[config.mk]
export PLATFORM = sky130hd
export DESIGN_NAME = fa_factorial_seq_flat
export DESIGN_NICKNAME = d
export VERILOG_FILES = /design/src/rtl/fa_factorial_seq_if.sv /design/src/rtl/fa_factorial_seq.sv /design/src/flat_wrapper.sv
export SDC_FILE = /design/constraint.sdc
export NUM_CORES = 1
export LEC_CHECK = 0
export BUFFER_PORTS_ARGS = -buffer_cell sky130_fd_sc_hd__buf_2
export CAP_MARGIN = 10
export CORE_MARGIN = 2
export CORE_UTILIZATION = 27
export DETAILED_ROUTE_END_ITERATION = 16
export PLACE_DENSITY = 0.6
export SETUP_SLACK_MARGIN = 0.02
export SLEW_MARGIN = 5
export SYNTH_ARGS = -nofsm -noshare
export SYNTH_HDL_FRONTEND = slang
export SYNTH_SLANG_ARGS = --single-unit
[constraint.sdc]
create_clock -name clk -period 5.95 [get_ports clk]
set_clock_uncertainty 0.15 [all_clocks]
set_input_delay 0.595 -clock clk [delete_from_list [all_inputs] [get_ports clk]]
set_output_delay 0.595 -clock clk [all_outputs]
set_load 0.03 [all_outputs]
[src/rtl/fa_factorial_seq_if.sv]
// Signal bundle between the factorial sequencer, its controller and the external combinational ALU.
// The master side is the controller plus the ALU; the slave side is the sequencer.
interface fa_factorial_seq_if #(
  parameter int DATA_W = 32
);
  logic              start;
  logic [DATA_W-1:0] n;
  logic              busy;
  logic              done;
  logic [DATA_W-1:0] result;
  logic              overflow;
  logic [DATA_W-1:0] alu_a;
  logic [DATA_W-1:0] alu_b;
  logic [2:0]        alu_op;
  logic [DATA_W-1:0] alu_result;
  logic              alu_is_zero;

  modport master (
    output start, n, alu_result, alu_is_zero,
    input  busy, done, result, overflow, alu_a, alu_b, alu_op
  );

  modport slave (
    input  start, n, alu_result, alu_is_zero,
    output busy, done, result, overflow, alu_a, alu_b, alu_op
  );
endinterface

[src/rtl/fa_factorial_seq.sv]
// Computes n! by sequencing SUB/MUL operations on an external combinational ALU,
// one operation per cycle, and reports result/done/overflow to the controller.
module fa_factorial_seq #(
  parameter int DATA_W    = 32,
  parameter int OVF_LIMIT = 12
) (
  input  logic               clk,
  input  logic               reset,
  fa_factorial_seq_if.slave  bus
);
  typedef enum logic [2:0] {IDLE, CHECK, MUL, DEC, DONE} state_t;

  localparam logic [2:0] OP_ADD = 3'b000;
  localparam logic [2:0] OP_SUB = 3'b001;
  localparam logic [2:0] OP_MUL = 3'b010;

  state_t            state_reg, state_next;
  logic [DATA_W-1:0] cnt_reg, cnt_next;
  logic [DATA_W-1:0] acc_reg, acc_next;
  logic [DATA_W-1:0] result_reg, result_next;
  logic              ovf_pend_reg, ovf_pend_next;
  logic              overflow_reg, overflow_next;
  logic [DATA_W-1:0] alu_a_c, alu_b_c;
  logic [2:0]        alu_op_c;

  always_ff @(posedge clk or posedge reset) begin
    if (reset) begin
      state_reg    <= IDLE;
      cnt_reg      <= '0;
      acc_reg      <= '0;
      result_reg   <= '0;
      ovf_pend_reg <= 1'b0;
      overflow_reg <= 1'b0;
    end else begin
      state_reg    <= state_next;
      cnt_reg      <= cnt_next;
      acc_reg      <= acc_next;
      result_reg   <= result_next;
      ovf_pend_reg <= ovf_pend_next;
      overflow_reg <= overflow_next;
    end
  end

  // ALU operands depend only on state and registers; alu_result is consumed at the cycle's end.
  always_comb begin
    state_next    = state_reg;
    cnt_next      = cnt_reg;
    acc_next      = acc_reg;
    result_next   = result_reg;
    ovf_pend_next = ovf_pend_reg;
    overflow_next = overflow_reg;
    alu_a_c       = '0;
    alu_b_c       = '0;
    alu_op_c      = OP_ADD;
    case (state_reg)
      IDLE: begin
        if (bus.start) begin
          cnt_next      = (bus.n == '0) ? DATA_W'(1) : bus.n;
          acc_next      = DATA_W'(1);
          ovf_pend_next = (bus.n > DATA_W'(OVF_LIMIT));
          state_next    = CHECK;
        end
      end
      CHECK: begin
        alu_a_c  = cnt_reg;
        alu_b_c  = DATA_W'(1);
        alu_op_c = OP_SUB;
        if (bus.alu_is_zero) begin
          result_next   = acc_reg;
          overflow_next = ovf_pend_reg;
          state_next    = DONE;
        end else begin
          state_next = MUL;
        end
      end
      MUL: begin
        alu_a_c    = acc_reg;
        alu_b_c    = cnt_reg;
        alu_op_c   = OP_MUL;
        acc_next   = bus.alu_result;
        state_next = DEC;
      end
      DEC: begin
        alu_a_c    = cnt_reg;
        alu_b_c    = DATA_W'(1);
        alu_op_c   = OP_SUB;
        cnt_next   = bus.alu_result;
        state_next = CHECK;
      end
      DONE: begin
        state_next = IDLE;
      end
      default: begin
        state_next = IDLE;
      end
    endcase
  end

  assign bus.alu_a    = alu_a_c;
  assign bus.alu_b    = alu_b_c;
  assign bus.alu_op   = alu_op_c;
  assign bus.busy     = (state_reg != IDLE);
  assign bus.done     = (state_reg == DONE);
  assign bus.result   = result_reg;
  assign bus.overflow = overflow_reg;
endmodule

[src/flat_wrapper.sv]
// flat-port wrapper written by rule: the top's interface ports become plain ports
module fa_factorial_seq_flat 
#(
  parameter int DATA_W    = 32,
  parameter int OVF_LIMIT = 12
)
  (clk, reset, bus_start, bus_n, bus_alu_result, bus_alu_is_zero, bus_busy, bus_done, bus_result, bus_overflow, bus_alu_a, bus_alu_b, bus_alu_op);
  fa_factorial_seq_if #(.DATA_W(DATA_W)) bus_i ();
  input  logic clk;
  input  logic reset;
  input wire logic [$bits(bus_i.start)-1:0] bus_start;
  input wire logic [$bits(bus_i.n)-1:0] bus_n;
  input wire logic [$bits(bus_i.alu_result)-1:0] bus_alu_result;
  input wire logic [$bits(bus_i.alu_is_zero)-1:0] bus_alu_is_zero;
  output wire logic [$bits(bus_i.busy)-1:0] bus_busy;
  output wire logic [$bits(bus_i.done)-1:0] bus_done;
  output wire logic [$bits(bus_i.result)-1:0] bus_result;
  output wire logic [$bits(bus_i.overflow)-1:0] bus_overflow;
  output wire logic [$bits(bus_i.alu_a)-1:0] bus_alu_a;
  output wire logic [$bits(bus_i.alu_b)-1:0] bus_alu_b;
  output wire logic [$bits(bus_i.alu_op)-1:0] bus_alu_op;
  assign bus_i.start = bus_start;
  assign bus_i.n = bus_n;
  assign bus_i.alu_result = bus_alu_result;
  assign bus_i.alu_is_zero = bus_alu_is_zero;
  assign bus_busy = bus_i.busy;
  assign bus_done = bus_i.done;
  assign bus_result = bus_i.result;
  assign bus_overflow = bus_i.overflow;
  assign bus_alu_a = bus_i.alu_a;
  assign bus_alu_b = bus_i.alu_b;
  assign bus_alu_op = bus_i.alu_op;
  fa_factorial_seq #(.DATA_W(DATA_W), .OVF_LIMIT(OVF_LIMIT)) u_core (.clk(clk), .reset(reset), .bus(bus_i));
endmodule
After elaboration in Yosys (flattened, before gate mapping)
Index checks and enable logic that the tools add are counted.
{"block": "totals", "out_inout_bits": 102, "wordCells": 33, "inputBits": 68, "regBits": 101}
{"block": "classes", "eq_ne": 5, "n_reduce_logical": 10, "n_mux": 11, "n_lt_le_gt_ge": 1}
{"cell": "one-hot mux 32 bit (2 select lines)", "n": 4}
{"cell": "2-to-1 mux 32 bit", "n": 3}
{"cell": "> comparator 32 x 4 -> 1 bit, second input constant", "n": 1}
{"cell": "zero test 32 bit", "n": 1}
{"cell": "one-hot mux 3 bit (4 select lines)", "n": 1}
{"cell": "AND reduction 2 bit", "n": 4}
{"cell": "equality test 3 x 2 -> 1 bit, second input constant", "n": 2}
{"cell": "2-to-1 mux 3 bit", "n": 2}
{"cell": "one-hot mux 2 bit (2 select lines)", "n": 1}
{"cell": "nonzero test 2 bit", "n": 2}
{"cell": "equality test 3 x 1 -> 1 bit, second input constant", "n": 1}
{"cell": "equality test 3 bit, second input constant", "n": 1}
{"cell": "zero test 3 bit", "n": 1}
{"cell": "nonzero test 3 bit", "n": 1}
{"cell": "!= test 2 bit, second input constant", "n": 1}
{"cell": "OR reduction 2 bit", "n": 1}

Depth between registers and ports, before layout
{"block": "logic_depth", "depth_word": 4, "mapped_depth": 8}

Worst setup path before layout
No wires, ideal clock.
{"block": "synth_path", "kind": "register to output", "from": "reg u_core.state_reg[0]", "to": "out bus_alu_a[11]", "slack_ns": 3.649, "t_arrival_ns": 1.556, "n_path_buf": 2, "required_ns": 5.205, "path_stages_with_launch": 6, "cell_sequence": "dfrtp_1 nand2b_1 nor2_1 buf_2 clkbuf_1 a22o_1"}
{"block": "synth_via", "elab_chain_cells": 3, "elab_cells_between_ends": 5}
{"item": "from (decl)", "line": "fa_factorial_seq.sv:17", "rtl": "state_t state_reg, state_next;"}
{"item": "from (signal assigned)", "line": "fa_factorial_seq.sv:35", "rtl": "state_reg <= state_next;"}
{"item": "equality test 3 x 2 -> 1 bit or equality test 3 x 1 -> 1 bit (tied branches)", "line": "fa_factorial_seq.sv:55", "rtl": "case (state_reg)"}
{"item": "OR reduction 2 bit (no line)"}
{"item": "one-hot mux 32 bit (2 select lines) *", "line": "fa_factorial_seq.sv:55"}
{"item": "to (decl)", "line": "flat_wrapper.sv:19", "rtl": "output wire logic [$bits(bus_i.alu_a)-1:0] bus_alu_a;"}
Every way passes the cells marked *; elsewhere a longest branch is shown, timed or not.

Final worst setup path
{"block": "layout_path", "from": "reg u_core.state_reg[1]", "to": "out bus_alu_a[21]"}
Same word-level chain as after synthesis.

==> summary.txt <==
Power and ir drop
  – Clock power share: a little under a fifth
  – P_sw: about 0.0016 W
  – Total power draw: 0.00356 W
  – Net Sw Frac: approximately 45%
  – Peak supply drop: 0.000218 V
  – Leakage Power: 3.11 nW
  – Int Pwr: ~0.0020 W
  – Reg power frac: a little over a third
  – Comb power frac: 46.1%
  – P per Cell Area: 590 mW/mm2

Floorplanning
  – Initial Util: a little over a quarter
  – DIE AREA: 0.0183 mm2
  – Chip height: approximately 140 um
  – Cell row count: 48
  – Die W: roughly 140 um
  – I/O pins: 170
  – Core area: ~0.017 mm2

Clock tree
  – H-tree depth: 3
  – Clock sink count: roughly 100
  – Postcts setup bufs: 0
  – CTS tree: done
  – Clk buf depth: 2
  – Later-pin clock latency in the skew report: 340 ps
  – Cts repair resizes: 0
  – Clock root buffer: clkbuf_16
  – CTS Hold Bufs: 0
  – CTS Buf Count: 9
  – Clock-pin slew on the worst setup and hold paths: approximately 70 ps

Logic synthesis
  – Cell with the most instances after synthesis: nand2_1
  – FFs w/ async S/R, synth: 100%
  – Yosys top cell area share: a little over half
  – EDFF count, synth: 0
  – Syn_nets: approximately 530
  – Library cells used by synthesis: 30
  – Warning count from the yosys run: 0
  – FF+latch count, synth: slightly above 100
  – Dominant synthesized flop cell: dfrtp_1
  – Synth Cell Area: between 0.004 and 0.005 mm2
  – Synth area leaders: dfrtp_1, nand2_1, mux2_2, a22o_1, a22oi_1
  – Seq/Total Area, Yosys: a little over half
  – Post-Syn Instances: 461
  – Largest area contributor in the netlist: dfrtp_1
  – Syn Area/Cell: 10.1 um2
  – List of most frequent post-synthesis cells: nand2_1, dfrtp_1, a22o_1, mux2_2

Global route
  – GRT overflow: 0
  – Initial antenna violation count: 0
  – Vias in the first global route: between 3k and 4k
  – First-pass GRT wire length: 21,000 um
  – Largest net degree at the start of global routing: 67
  – GR Util All Layers: between 10% and 20%

Drt
  – Drt initial violations: about 150
  – DR DRC count: 0
  – DR vias/cell: 4.65
  – Final antenna-violating net count: 0
  – First-pass iteration count of the detailed router: 4
  – DR vias: between 3k and 4k
  – Routed wire length: approximately 13,000 um
  – Per-cell routed wire length: 16.0 um

Timing
  – Hold Fails Final Rpt: 0
  – Final critical-path share of the clock period: about 49%
  – Slew Viols, Final: 0
  – Final setup violation count: 0
  – Max Fclk: roughly 340 MHz
  – Relative max-transition margin: 32.8%
  – Worst Tran Pin Value: 1000 ps
  – Hold Worst Slack: roughly 200 ps
  – Final min period: between 2000 and 3000 ps
  – RSZ-0062 raised after global routing: no
  – Fin Setup TNS: 0 ps
  – Setup WS post-layout: roughly 3000 ps

Placement
  – Dpl hpwl: between 9000 and 10,000 um
  – Pre-CTS setup slack: between 3000 and 4000 ps
  – DP Cell Count: 823
  – GP Congestion: between 0.7 and 0.8
  – I/O Buffers: approximately 170

Hold path
  – HP Class: in2async

Finish
  – Antenna cells: 0
  – Fillers: between 1.5k and 2k
  – Nets: 677
  – Fin cells: ~840
  – Share of cells above drive strength 1: between 30% and 40%
  – Layout area overhead: 29.2%

Run
  – Max-cap check violation count: 0

Worst setup path
  – CP max FO: 66
  – WP data arrival: 2160 ps
  – Crit Path Class: reg2out
  – Type of origin of the critical path: flip-flop
  – CP Capture Type: output pin
  – CP required: roughly 5200 ps

Outcome
  – Status: complete, no violations
-- worst max-delay path, stage by stage, from the launching register on --
cell,delay [ps]
dfrtp_1,550
nand2b_1,170
nor2_4,110
buf_4,480
a22o_1,250
buf_2,210
-- routing by layer --
metal / share of wire [%] / vias to the layer above / global-route usage [%] / wire length, um
met5: 0 / - / 0 / 0
li1: - / 1900 / - / -
met2: 46 / 113 / 23.7 / 6180
met4: 0.59 / 0 / 3.13 / 80
met1: 47 / 1881 / 19.9 / 6330
met3: 6.4 / 9 / 4.19 / 855
-- placed cells by master, fill, tap and decap left out, drive strengths merged, types with 4 or more instances in the layout --
cell and count:
o21ai 32, buf 173, nor2 4, a22o 32, a22oi 31, dfrtp 101, clkbuf 10, nand2 129
mux2 33, inv 5, nor3 5, and2 31, nor4 8
-- layout make-up --
class	instances	area (um2)	share of cell area, %
Timing Repair Buffer	173	878	14.6
Clock inverter	6	109	1.81
Clock buffer	10	239	3.97
Sequential cell	101	2530	42.0
Inverter	4	17.5	0.291
Tap cell	225	282	4.67
Multi-Input combinational cell	320	1970	32.7
-- power groups by stage --
stage	clock network, W	logic (W)	registers [W]
after floorplan	0	0.00108	0.00134
after global placement	0	0.00164	0.00125
after detailed placement	0	0.00166	0.00124
after CTS	0.000709	0.00167	0.00124
after global routing	0.000733	0.00179	0.00128
final	0.000684	0.00164	0.00123
-- metrics by stage --
| stage | cell area [um2] | util, % |
|---|---|---|
| after floorplan | 4660 | - |
| after global placement | 5680 | 33.3 |
| after detailed placement | 5680 | 33.3 |
| after CTS | 6020 | 35.3 |
| after global routing | 6020 | 35.3 |
| final | 6020 | 35.3 |
-- cells by family (layout without fill, tap and decap cells) --
family | count (synthesis) | count (layout) | share of synthesized area (%)
other cells | 1 | 1 | 0.0805
buf+inv | 40 | 193 | 4.05
compound gates | 101 | 101 | 15.3
mux | 33 | 33 | 7.97
flops | 101 | 101 | 54.2
simple gates | 185 | 185 | 18.4
-- worst paths after layout --
| kind | start | to | slack, ps | cells after the start |
|---|---|---|---|---|
| setup / recovery | u_core.state_reg[1] | bus_alu_a[21] | 3050 | 5 |
| hold / removal | reset | u_core.bus.result[4] | 200 | 2 |
| setup reg to reg | u_core.state_reg[0] | u_core.bus.result[7] | 3380 | 4 |
| hold reg to reg | u_core.ovf_pend_reg | u_core.ovf_pend_reg | 340 | 2 |
| max in group asynchronous | reset | u_core.acc_reg[5] | 4330 | 3 |
| min in group clk | bus_alu_result[24] | u_core.acc_reg[24] | 320 | 3 |
Note: power is estimated with default switching activity, not from simulation.
